===== src/rtl/gpzda_pkg.sv =====
// Shared types and constants for the $GPZDA sentence emitter.
package gpzda_pkg;

    typedef enum logic [1:0] {
        IDLE   = 2'd0,
        SEND   = 2'd1,
        FINISH = 2'd2
    } state_t;

    localparam int unsigned SENTENCE_LEN = 38;
    localparam int unsigned IDX_W        = 6;

    typedef logic [IDX_W-1:0] idx_t;

    localparam idx_t LAST_IDX = idx_t'(SENTENCE_LEN - 1);

    // Fixed ASCII characters of the sentence frame.
    localparam logic [7:0] ASCII_DOLLAR = 8'h24;
    localparam logic [7:0] ASCII_COMMA  = 8'h2C;
    localparam logic [7:0] ASCII_DOT    = 8'h2E;
    localparam logic [7:0] ASCII_STAR   = 8'h2A;
    localparam logic [7:0] ASCII_CR     = 8'h0D;
    localparam logic [7:0] ASCII_LF     = 8'h0A;
    localparam logic [7:0] ASCII_Z      = 8'h5A;
    localparam logic [7:0] ASCII_D      = 8'h44;
    localparam logic [7:0] ASCII_A      = 8'h41;

    // First byte index of each numeric field.
    localparam idx_t F_TIME   = 6'd7;
    localparam idx_t F_DAY    = 6'd17;
    localparam idx_t F_MONTH  = 6'd20;
    localparam idx_t F_YEAR   = 6'd23;
    localparam idx_t F_ZONE_H = 6'd28;
    localparam idx_t F_ZONE_M = 6'd31;

    // Checksum window and checksum character positions.
    localparam idx_t CS_FIRST = 6'd1;
    localparam idx_t CS_LAST  = 6'd32;
    localparam idx_t CS_HI    = 6'd34;
    localparam idx_t CS_LO    = 6'd35;

    typedef struct packed {
        logic [31:0] time_bcd;
        logic [7:0]  day;
        logic [7:0]  month;
        logic [15:0] year;
        logic [7:0]  zone_h;
        logic [7:0]  zone_m;
    } fields_t;

    // Digit character is 8'h30 + nibble; non-BCD nibbles follow the same rule.
    function automatic logic [7:0] digit_ascii(input logic [3:0] n);
        return {4'h3, n};
    endfunction

endpackage


===== src/rtl/gpzda_emitter_hex_ascii.sv =====
// Converts a 4-bit nibble into its uppercase hexadecimal ASCII character.
module hex_ascii (
    input  logic [3:0] nibble_i,
    output logic [7:0] ascii_o
);

    // '0'-'9' for 0..9, 'A'-'F' for 10..15.
    always_comb begin
        ascii_o = 8'h00;
        if (nibble_i < 4'd10) begin
            ascii_o = 8'h30 + {4'h0, nibble_i};
        end else begin
            ascii_o = 8'h37 + {4'h0, nibble_i};
        end
    end

endmodule


===== src/rtl/gpzda_emitter.sv =====
// Serialises one NMEA $GPZDA sentence, one byte per accepted load/ready beat.
module gpzda_emitter
    import gpzda_pkg::*;
#(
    parameter logic [15:0] TALKER = "GP"
) (
    input  logic        clock,
    input  logic        restart,
    input  logic        start,
    input  logic [31:0] time_bcd,
    input  logic [7:0]  day_bcd,
    input  logic [7:0]  month_bcd,
    input  logic [15:0] year_bcd,
    input  logic [7:0]  zone_h_bcd,
    input  logic [7:0]  zone_m_bcd,
    output logic [7:0]  data,
    output logic        load,
    input  logic        ready,
    output logic        busy,
    output logic        done
);

    state_t  state_q, state_d;
    idx_t    idx_q, idx_d;
    logic [7:0] csum_q, csum_d;
    fields_t fields_q, fields_d;

    logic [7:0] byte_sel;
    logic [3:0] hex_nibble;
    logic [7:0] hex_char;

    assign hex_nibble = (idx_q == CS_HI) ? csum_q[7:4] : csum_q[3:0];

    hex_ascii u_hex (
        .nibble_i (hex_nibble),
        .ascii_o  (hex_char)
    );

    // State register; restart has priority over everything, including start.
    always_ff @(posedge clock) begin
        if (restart) begin
            state_q <= IDLE;
        end else begin
            state_q <= state_d;
        end
    end

    // Next-state logic: start only counts in IDLE, FINISH lasts exactly one cycle.
    always_comb begin
        state_d = state_q;
        case (state_q)
            IDLE:    if (start) state_d = SEND;
            SEND:    if (ready && (idx_q == LAST_IDX)) state_d = FINISH;
            FINISH:  state_d = IDLE;
            default: state_d = IDLE;
        endcase
    end

    // Output decode from the current state.
    always_comb begin
        load = 1'b0;
        busy = 1'b0;
        done = 1'b0;
        data = 8'h00;
        case (state_q)
            SEND: begin
                load = 1'b1;
                busy = 1'b1;
                data = byte_sel;
            end
            FINISH: begin
                busy = 1'b1;
                done = 1'b1;
            end
            default: ;
        endcase
    end

    // Byte at the current index; numeric fields are read from the captured copy.
    always_comb begin
        byte_sel = 8'h00;
        case (idx_q)
            6'd0: byte_sel = ASCII_DOLLAR;
            6'd1: byte_sel = TALKER[15:8];
            6'd2: byte_sel = TALKER[7:0];
            6'd3: byte_sel = ASCII_Z;
            6'd4: byte_sel = ASCII_D;
            6'd5: byte_sel = ASCII_A;
            6'd6, 6'd16, 6'd19, 6'd22, 6'd27, 6'd30: byte_sel = ASCII_COMMA;
            6'd13: byte_sel = ASCII_DOT;
            F_TIME:          byte_sel = digit_ascii(fields_q.time_bcd[31:28]);
            F_TIME + 6'd1:   byte_sel = digit_ascii(fields_q.time_bcd[27:24]);
            F_TIME + 6'd2:   byte_sel = digit_ascii(fields_q.time_bcd[23:20]);
            F_TIME + 6'd3:   byte_sel = digit_ascii(fields_q.time_bcd[19:16]);
            F_TIME + 6'd4:   byte_sel = digit_ascii(fields_q.time_bcd[15:12]);
            F_TIME + 6'd5:   byte_sel = digit_ascii(fields_q.time_bcd[11:8]);
            F_TIME + 6'd7:   byte_sel = digit_ascii(fields_q.time_bcd[7:4]);
            F_TIME + 6'd8:   byte_sel = digit_ascii(fields_q.time_bcd[3:0]);
            F_DAY:           byte_sel = digit_ascii(fields_q.day[7:4]);
            F_DAY + 6'd1:    byte_sel = digit_ascii(fields_q.day[3:0]);
            F_MONTH:         byte_sel = digit_ascii(fields_q.month[7:4]);
            F_MONTH + 6'd1:  byte_sel = digit_ascii(fields_q.month[3:0]);
            F_YEAR:          byte_sel = digit_ascii(fields_q.year[15:12]);
            F_YEAR + 6'd1:   byte_sel = digit_ascii(fields_q.year[11:8]);
            F_YEAR + 6'd2:   byte_sel = digit_ascii(fields_q.year[7:4]);
            F_YEAR + 6'd3:   byte_sel = digit_ascii(fields_q.year[3:0]);
            F_ZONE_H:        byte_sel = digit_ascii(fields_q.zone_h[7:4]);
            F_ZONE_H + 6'd1: byte_sel = digit_ascii(fields_q.zone_h[3:0]);
            F_ZONE_M:        byte_sel = digit_ascii(fields_q.zone_m[7:4]);
            F_ZONE_M + 6'd1: byte_sel = digit_ascii(fields_q.zone_m[3:0]);
            6'd33:           byte_sel = ASCII_STAR;
            CS_HI, CS_LO:    byte_sel = hex_char;
            6'd36:           byte_sel = ASCII_CR;
            6'd37:           byte_sel = ASCII_LF;
            default:         byte_sel = 8'h00;
        endcase
    end

    // Datapath next state: capture on start, advance index and fold checksum on each beat.
    always_comb begin
        idx_d    = idx_q;
        csum_d   = csum_q;
        fields_d = fields_q;
        case (state_q)
            IDLE: begin
                if (start) begin
                    idx_d             = '0;
                    csum_d            = '0;
                    fields_d.time_bcd = time_bcd;
                    fields_d.day      = day_bcd;
                    fields_d.month    = month_bcd;
                    fields_d.year     = year_bcd;
                    fields_d.zone_h   = zone_h_bcd;
                    fields_d.zone_m   = zone_m_bcd;
                end
            end
            SEND: begin
                if (ready) begin
                    idx_d = (idx_q == LAST_IDX) ? '0 : idx_q + idx_t'(1);
                    if ((idx_q >= CS_FIRST) && (idx_q <= CS_LAST)) begin
                        csum_d = csum_q ^ byte_sel;
                    end
                end
            end
            default: ;
        endcase
    end

    // Datapath registers, cleared by restart.
    always_ff @(posedge clock) begin
        if (restart) begin
            idx_q    <= '0;
            csum_q   <= '0;
            fields_q <= '0;
        end else begin
            idx_q    <= idx_d;
            csum_q   <= csum_d;
            fields_q <= fields_d;
        end
    end

endmodule


===== config.mk =====
export PLATFORM = sky130hd
export DESIGN_NAME = gpzda_emitter
export DESIGN_NICKNAME = d
export VERILOG_FILES = /design/src/rtl/gpzda_pkg.sv /design/src/rtl/gpzda_emitter_hex_ascii.sv /design/src/rtl/gpzda_emitter.sv
export SDC_FILE = /design/constraint.sdc
export NUM_CORES = 1
export LEC_CHECK = 0
export ABC_AREA = 1
export BUFFER_PORTS_ARGS = -buffer_cell sky130_fd_sc_hd__buf_2
export CORE_MARGIN = 2
export CORE_UTILIZATION = 45
export CTS_BUF_LIST = sky130_fd_sc_hd__clkbuf_8
export DETAILED_ROUTE_END_ITERATION = 6
export GPL_TIMING_DRIVEN = 1
export PLACE_DENSITY = 0.68
export SLEW_MARGIN = 20
export SYNTH_ARGS = -nofsm -noshare
export SYNTH_HDL_FRONTEND = slang
export SYNTH_SLANG_ARGS = --single-unit

===== constraint.sdc =====
create_clock -name clock -period 6.6 [get_ports clock]
set_input_delay 1.32 -clock clock [delete_from_list [all_inputs] [get_ports clock]]
set_output_delay 1.32 -clock clock [all_outputs]
set_load 0.05 [all_outputs]

==> run metrics, run 1 <==
gr ovfl total=0; initial antenna violation count=0; Post-synth EDFFs=0; clock skew=between 0.01 and 0.015 ns; worst hold-check path type=reg -> reg; Syn Area/Cell=~6.4 µm²; initial drt markers=approximately 340; Pre-antenna DRT Iters=5; DR WL/cell=around 15 µm; RSZ-0062 raised after global routing=no; Top Ports=95; dpl ws=between 2 and 3 ns; most common cell in the netlist=nor2_1; RR Endpoint=csum_q[2]; CTS sink cnt=between 90 and 100; synthesized flop and latch total=95; post-route minimum period=between 4 and 5 ns; worst setup margin=~2.3 ns; Netlist cell types=35; Setup Crit Path Kind=reg -> out; largest cells by area after synthesis=dfxtp_1 39%, nor2_1 17%, nand2_1 11%, o21ai_0 10%, nand3_1 5.0%; Yosys warning total=0; clock transition at the registers of the reported paths=roughly 0.090 ns; Clock Latency Late Sink=~0.38 ns; Yosys top cell by area=dfxtp_1; Slew headroom=approximately half; DIE HEIGHT=around 110 µm; fraction of layout cells with a size suffix above 1=16.3%; Worst VDD drop=0.000198 V; WP data arrival=~3.0 ns; initial core utilization=46.7%; hpwl dp=11900 µm; Final Instance Area=about 5600 µm²; crit end category=primary output; WL final=around 15000 µm; drt drc=0; Die Wd=about 110 µm; Antenna Cells=0; Max Buffers Root-to-Sink=2; length in cells of the worst reg-to-reg path=15; Fin Hold WS=about 0.46 ns; post-CTS setup buffer count=0; DP Area=5380 µm²; Final nets=a little over 900; Worst R2R Setup Slack=~4.1 ns; Post-CTS Hold Fix Bufs=0; H-Tree Depth=3; hold path startpoint=fields_q[21]; CTS tree=done; max cap viols=0; P_sw=about 820 µW; element type at the critical path start=register; R2R Path Start=idx_q[0]; static leakage=2.58 nW; gp weighted congestion=0.992; power share of the clock group=about a fifth; upper clock frequency limit=233 MHz; Final Cycle Share=between 60% and 70%; Cell Pwr Density=around 350 nW/µm²; Via density=5.27; # port buffers=93; Most used DFF post-synth=dfxtp_1; Hold Crit Endpoint=fields_q[21]; combinational power share=about two fifths; Clock Root Buffer=clkbuf_8; number of global-route vias before repair=slightly below 5000; row count=37; Total GRT Usage=between 20% and 30%; final hold violations=0; total CTS buffers=9; Detail Route Antenna Nets=0; Power Internal=about 1.1 mW; first-pass GRT wire length=about 24000 µm; WHS Path Cells=2; Req. time, crit path=~5.3 ns; Max Slew Vio Count=0; Seq pwr share=41.9%; switch share=42.3%; setup TNS=0 ns; status=completed; Tightest Pin Transition=between 0.7 and 0.8 ns; Mapped Area=slightly below 5000 µm²; cells after synthesis=760; post-CTS sizing=0; final-report setup violation count=0; share of the synthesized area in the top cell type=between 30 and 40%; Synth top cells by count=216 x nor2_1, 146 x nand2_1, 97 x o21ai_0, 95 x dfxtp_1, 49 x nand3_1; Syn Nets=852; core area=between 10000 and 15000 µm²; critical path fanouts, max=5; via count=5129; PnR Total Power=1.93 mW; largest net degree at the start of global routing=a little under 90; Die Area=roughly 12000 µm²; ys async rst share=0%; Area Overhead vs Synth=14.3%; post-synthesis sequential area ratio=between 30% and 40%
-- metal layers --
| layer | share of wire, % | vias to the layer above | GRT usage, % |
|---|---|---|---|
| met1 | 44 | 2320 | 34.8 |
| met4 | 4.3 | 0 | 15.6 |
| met5 | 0 | - | 0 |
| li1 | - | 2583 | - |
| met2 | 46 | 185 | 42.9 |
| met3 | 6.1 | 41 | 4.94 |
-- critical path: stages, from the launching register on --
cell and delay, ns:
dfxtp_1 0.35, inv_1 0.13, ha_1 0.33, nand3_1 0.22, nor2_1 0.59, nand2_1 0.23, nand2_1 0.11, nor2_1 0.05
nand3_1 0.09, nor2_1 0.08, a21oi_1 0.13, buf_2 0.28
-- through the flow --
stage,instances,util (%)
CTS,974,53.4
global placement,959,51.6
global route,974,53.4
detailed placement,959,51.6
finish,974,53.4
floorplan,760,-
-- power by group through the flow --
stage	sequential [mW]	clock, mW	combinational [mW]
after floorplan	0.784	0	0.582
after global placement	0.817	0	0.725
after detailed placement	0.822	0	0.739
after CTS	0.809	0.391	0.741
after global routing	0.824	0.411	0.834
final	0.809	0.384	0.739
-- sequential cells by signal, indices dropped and copies added (netlist names) --
name / flops
fields_q: 80
csum_q: 7
idx_q: 6
state_q: 2
-- cell usage in the layout, fill, tap and decap left out, drive strengths merged, types with 2 or more instances in the layout --
cell,count
a21oi,25
a31oi,2
buf,96
clkbuf,9
clkinv,4
dfxtp,95
ha,8
inv,50
nand2,153
nand3,50
nand4,7
nor2,224
nor3,7
o21ai,99
o22ai,2
-- worst max path at each step --
stage                     startpoint      end  slack, ns
after CTS                   idx_q[0]  data[2]       2.34
after floorplan             idx_q[0]  data[1]       2.83
final                       idx_q[0]  data[0]       2.31
after global routing        idx_q[0]  data[2]       2.10
after detailed placement    idx_q[0]  data[2]       2.77
after global placement      idx_q[0]  data[2]       2.72
-- cell type report --
| class | count | area, µm² |
|---|---|---|
| Sequential cell | 95 | 1900 |
| Timing Repair Buffer | 96 | 488 |
| Multi-Input combinational cell | 583 | 2630 |
| Tap cell | 136 | 170 |
| Fill cell | 1105 | 4850 |
| Clock buffer | 9 | 124 |
| Inverter | 49 | 184 |
| Clock inverter | 6 | 61.3 |
-- logic make-up after synthesis --
| logic type | synth area share (%) |
|---|---|
| adders and majority gates | 2.06 |
| other | 0.0770 |
| buffers and inverters | 6.86 |
| and+or+nand+nor | 37.7 |
| AOI/OAI and AO/OA | 14.2 |
| DFF | 39.1 |
(Power assumes the default switching activity.)
==> run 2: changes to the inputs <==
- PLACE_DENSITY: 0.68 -> 0.71
- clock period: 6.6 -> 3.75 ns (I/O delays scaled with it)
==> run metrics, run 2 (synthesis gave the netlist of run 1 again) <==
Via density=5.19 (-1.4%); Worst VDD drop=0.000420 V (+110%); max cap viols=0 (unchanged); worst setup margin=0.265 ns (-2.05 ns); first-pass GRT wire length=23800 µm (-1.9%); initial drt markers=282 (-18%); drt drc=0 (unchanged); PnR Total Power=3.49 mW (+81%); gp weighted congestion=0.932 (-6.0%); RSZ-0062 raised after global routing=no; H-Tree Depth=3 (unchanged); element type at the critical path start=register; worst path cell trace=inv_2, nor2_2, nand3_1, o21ai_0, nor2_1, nand2_1, nor2_1, nand3_1, nand2_1, inv_1, buf_2; core area=10400 µm² (unchanged); post-CTS setup buffer count=0 (unchanged); largest net degree at the start of global routing=87 (-1.1%); row count=37 (unchanged); Die Area=11700 µm² (unchanged); clock skew=0.0126 ns (+0.00241 ns); WL final=14800 µm (-1.7%); CTS tree=done; Cell Pwr Density=617 nW/µm² (+78%); dpl ws=0.584 ns (-2.19 ns); commonest non-fill, non-tap cell in the layout=nor2_1; number of global-route vias before repair=4907 (+0.80%); Top reg by flops=fields_q; Final Instance Area=5660 µm² (+1.7%); Req. time, crit path=3.00 ns (-2.28 ns); CTS sink cnt=95 (unchanged); Clock Latency Late Sink=0.37 ns (about the same); Max Slew Vio Count=0 (unchanged); setup TNS=0 ns (unchanged); Max Buffers Root-to-Sink=2 (unchanged); fraction of layout cells with a size suffix above 1=17.2% (+0.83 points); # port buffers=93 (unchanged); Post-CTS Hold Fix Bufs=0 (unchanged); total CTS buffers=9 (unchanged); DP Area=5420 µm² (+0.70%); clock transition at the registers of the reported paths=0.10 ns (about the same); upper clock frequency limit=287 MHz; Fin Hold WS=0.462 ns (+0.00382 ns); initial core utilization=46.7% (unchanged); status=completed; hpwl dp=11500 µm (-2.9%); static leakage=2.62 nW (+1.5%); Final nets=931 (+0.54%); Pre-antenna DRT Iters=5 (unchanged); via count=5087 (-0.82%); Setup Crit Path Kind=reg -> out; DIE HEIGHT=108 µm (unchanged); post-route minimum period=roughly 3.5 ns; DR WL/cell=15.1 µm (-2.3%); final-report setup violation count=0 (unchanged); Total GRT Usage=26.5% (-0.61 points); final hold violations=0 (unchanged); Die Wd=108 µm (unchanged); post-CTS sizing=0 (unchanged); worst hold-check path type=reg -> reg; number of flip-flops in the largest register=80 (unchanged); most frequent cells in the layout=216 x nor2_1, 145 x nand2_1, 97 x o21ai_0; Clock Root Buffer=clkbuf_8; Area Overhead vs Synth=16.2%; Slew headroom=55.1% (+3.9 points); Fill cells=1102 (-0.27%); Final Cycle Share=between 90 and 100%; Top Ports=95 (unchanged); biggest regs=fields_q: 80 flops, csum_q: 7 flops, idx_q: 6 flops; Detail Route Antenna Nets=0 (unchanged); peak per-stage delay on the critical path=0.51 ns (-0.08 ns); Tightest Pin Transition=0.673 ns (-0.0536 ns); crit end category=primary output; critical path fanouts, max=8 (+3); gr ovfl total=0 (unchanged); worst-path cell with the longest stage delay=dfxtp_1; WP data arrival=2.74 ns (-0.23 ns); initial antenna violation count=0 (unchanged); Antenna Cells=0 (unchanged)
[run 2: cell types whose count changed in the layout (fill, tap and decap cells not counted), sizes merged]
| cell | delta |
|---|---|
| clkinvlp | +1 |
| bufinv | +1 |
| clkbuf | +1 |
| clkinv | -2 |
| buf | +5 |
[run 2: metrics by stage]
stage	cells	utilization, %
finish	980	54.3
global route	980	54.3
CTS	980	54.2
detailed placement	964	52.0
global placement	964	52.0
floorplan	760	-
[run 2: final timing paths]
| check | to | depth (start not counted) | slack (ns) | startpoint |
|---|---|---|---|---|
| max | data[2] | 11 | 0.26 | idx_q[4] |
| min reg2reg | csum_q[5] | 2 | 0.46 | csum_q[5] |
| min | csum_q[5] | 2 | 0.46 | csum_q[5] |
| max reg2reg | csum_q[0] | 13 | 1.44 | idx_q[3] |
[run 2: final cells by class]
cell class              count  area, µm²  area share [%]
multi-input cells         583       2650            46.8
flip-flops and latches     95       1900            33.6
repair buffers            101        526            9.29
inverters                  49        184            3.25
well taps                 136        170            3.01
clock buffers              10        138            2.43
clock inverters             6       90.1            1.59
[run 2: report_power, final]
group / switching, mW / internal, mW
clock network: 0.375 / 0.397
registers: 0.157 / 1.26
logic: 0.898 / 0.397
total: 1.43 / 2.06
[run 2: layer usage]
layer | GRT usage (%) | vias to the layer above | share of wire (%)
li1 | - | 2587 | -
met1 | 33.8 | 2350 | 46
met2 | 45.2 | 125 | 47
met3 | 4.10 | 25 | 4.0
met4 | 10.3 | 0 | 2.9
met5 | 0 | - | 0
[run 2: worst max-delay path, delay by kind of cell, from the launching register on]
kind | cells | cell delay, ns
buffers and inverters | 3 | 0.44
AOI/OAI and AO/OA | 1 | 0.30
DFF | 1 | 0.51
and+or+nand+nor | 7 | 1.10
==> run 3: changes to the inputs <==
- CORE_MARGIN: 2 -> 4
- CTS_CLUSTER_DIAMETER: unset -> 80
- SLEW_MARGIN: 20 -> unset
==> run metrics, run 3 (synthesis gave the netlist of run 1 again) <==
final std cells w/o fill=979 (-0.10%); max cap viols=0 (unchanged); final-report setup violation count=0 (unchanged); Clock Latency Late Sink=0.38 ns (about the same); post-route minimum period=3.54 ns (+0.0506 ns); initial core utilization=46.7% (unchanged); Clock Root Buffer=clkbuf_8; static leakage=2.62 nW (-0.19%); RSZ-0062 raised after global routing=no; core area=10400 µm² (unchanged); final hold violations=0 (unchanged); Via density=5.15 (-0.78%); Top Ports=95 (unchanged); Slew headroom=57.9% (+2.7 points); Total GRT Usage=24.3% (-2.2 points); via count=5042 (-0.88%); Detail Route Antenna Nets=0 (unchanged); gr ovfl total=0 (unchanged); P_sw=1.42 mW (-0.66%); Fin Hold WS=0.464 ns (+0.00198 ns); total CTS buffers=9 (unchanged); worst hold-check path type=reg -> reg; initial antenna violation count=0 (unchanged); Worst VDD drop=0.000376 V (-11%); row count=37 (unchanged); Pre-antenna DRT Iters=5 (unchanged); combinational power share=37.5% (+0.4 points); critical path fanouts, max=5 (-3); post-placement cell count=963 (-0.10%); PnR Total Power=3.47 mW (-0.36%); cell family with most CP delay=buffers and inverters; Finished Core Util=54.2% (-0.12 points); Power Internal=2.05 mW (-0.15%); element type at the critical path start=register; WP data arrival=2.79 ns (+0.05 ns); Final Cycle Share=94.3% (+1.3 points); CTS sink cnt=95 (unchanged); Final nets=930 (-0.11%); # port buffers=93 (unchanged); crit end category=primary output; DIE HEIGHT=112 µm (+3.7%); Antenna Cells=0 (unchanged); drt drc=0 (unchanged); H-Tree Depth=3 (unchanged); Max Buffers Root-to-Sink=2 (unchanged); upper clock frequency limit=283 MHz (-1.4%); power share of the clock group=21.6% (-0.6 points); Max Slew Vio Count=0 (unchanged); Die Area=12500 µm² (+7.5%); CTS tree=done; Seq pwr share=40.9% (+0.2 points); hpwl dp=11900 µm (+3.3%); switch share=40.9% (-0.12 points); Die Wd=112 µm (+3.7%); peak per-stage delay on the critical path=0.38 ns (-0.13 ns); number of global-route vias before repair=4773 (-2.7%); most frequent cells in the layout=216 x nor2_1, 145 x nand2_1, 97 x o21ai_0; Req. time, crit path=3.00 ns (about the same); setup TNS=0 ns (unchanged); biggest regs=fields_q: 80 flops, csum_q: 7 flops, idx_q: 6 flops; WL final=15100 µm (+1.6%); Top reg by flops=fields_q; Cell Pwr Density=616 nW/µm² (-0.14%); fraction of layout cells with a size suffix above 1=17.0% (-0.22 points); clock skew=0.0119 ns (-0.000696 ns); number of flip-flops in the largest register=80 (unchanged); first-pass GRT wire length=24300 µm (+2.0%); Tightest Pin Transition=0.632 ns (-0.0411 ns); Setup Crit Path Kind=reg -> out; status=completed; worst-path cell with the longest stage delay=o21ai_0; worst path cell trace=inv_1, ha_1, inv_1, nor2_1, buf_4, nand2_1, o21ai_0, nor2_1, nand2_1, nor2_1, nand3_1, nand2_1, inv_1, buf_2; initial drt markers=372 (+32%); commonest non-fill, non-tap cell in the layout=nor2_1; largest net degree at the start of global routing=87 (unchanged); gp weighted congestion=0.966 (+3.5%); Post-CTS Hold Fix Bufs=0 (unchanged); Area Overhead vs Synth=15.9%; number of buffers and inverters on the critical path=5 (+2); DR WL/cell=15.4 µm (+1.8%); clock transition at the registers of the reported paths=0.09 ns (about the same)
-- run 3: cell types whose count changed in the layout (fill, tap and decap cells not counted) --
cell      before  now
inv_6          2    0
buf_4          8    7
clkinv_4       0    1
inv_1         43   44
-- run 3: worst paths after layout --
path	start	to	slack, ns	depth (start not counted)
setup / recovery	idx_q[0]	data[2]	0.21	14
setup reg to reg	idx_q[0]	csum_q[2]	1.43	13
hold / removal	csum_q[5]	csum_q[5]	0.46	2
hold reg to reg	csum_q[5]	csum_q[5]	0.46	2
-- run 3: timing repair --
item	CTS	global route
setup endpoints to repair	0	4
resized for setup	0	2
setup buffers	0	0
-- run 3: area by class of cell --
class / count / area, µm²
Clock buffer: 10 / 138
Clock inverter: 6 / 85.1
Fill cell: 1135 / 4770
Inverter: 49 / 184
Multi-Input combinational cell: 583 / 2650
Sequential cell: 95 / 1900
Tap cell: 136 / 170
Timing Repair Buffer: 100 / 518
-- run 3: layer usage --
| metal | share of wire (%) | wire length (µm) | track usage [%] | vias up |
|---|---|---|---|---|
| li1 | - | - | - | 2584 |
| met1 | 46 | 6870 | 31.4 | 2313 |
| met2 | 48 | 7210 | 41.5 | 127 |
| met3 | 5.1 | 773 | 4.62 | 18 |
| met4 | 1.4 | 216 | 6.57 | 0 |
| met5 | 0 | 0 | 0 | - |
-- run 3: power by group through the flow --
stage | combinational (mW) | sequential (mW) | clock (mW)
2_1_floorplan | 1.03 | 1.38 | 0
3_3_place_gp | 1.27 | 1.43 | 0
3_5_place_dp | 1.29 | 1.44 | 0
4_1_cts | 1.30 | 1.42 | 0.770
5_1_grt | 1.48 | 1.45 | 0.821
6_report | 1.30 | 1.42 | 0.752
-- run 3: metrics by stage --
| step | area, µm² | worst slack [ns] |
|---|---|---|
| 3_3_place_gp | 5410 | 0.581 |
| 3_5_place_dp | 5410 | 0.546 |
| 5_1_grt | 5640 | 0.0225 |
| 4_1_cts | 5630 | 0.0584 |
| 6_report | 5640 | 0.214 |
| 2_1_floorplan | 4870 | 0.546 |
-- run 3: worst register-to-register path, stage by stage, from the launching register on --
cell,delay [ns]
dfxtp_1,0.35
inv_1,0.19
ha_1,0.29
inv_1,0.09
nor2_1,0.12
buf_4,0.16
nand2_1,0.09
o21ai_0,0.38
nor2_1,0.09
nand2_1,0.08
nor2_1,0.04
nand3_1,0.13
nand3_1,0.09
a21oi_1,0.15
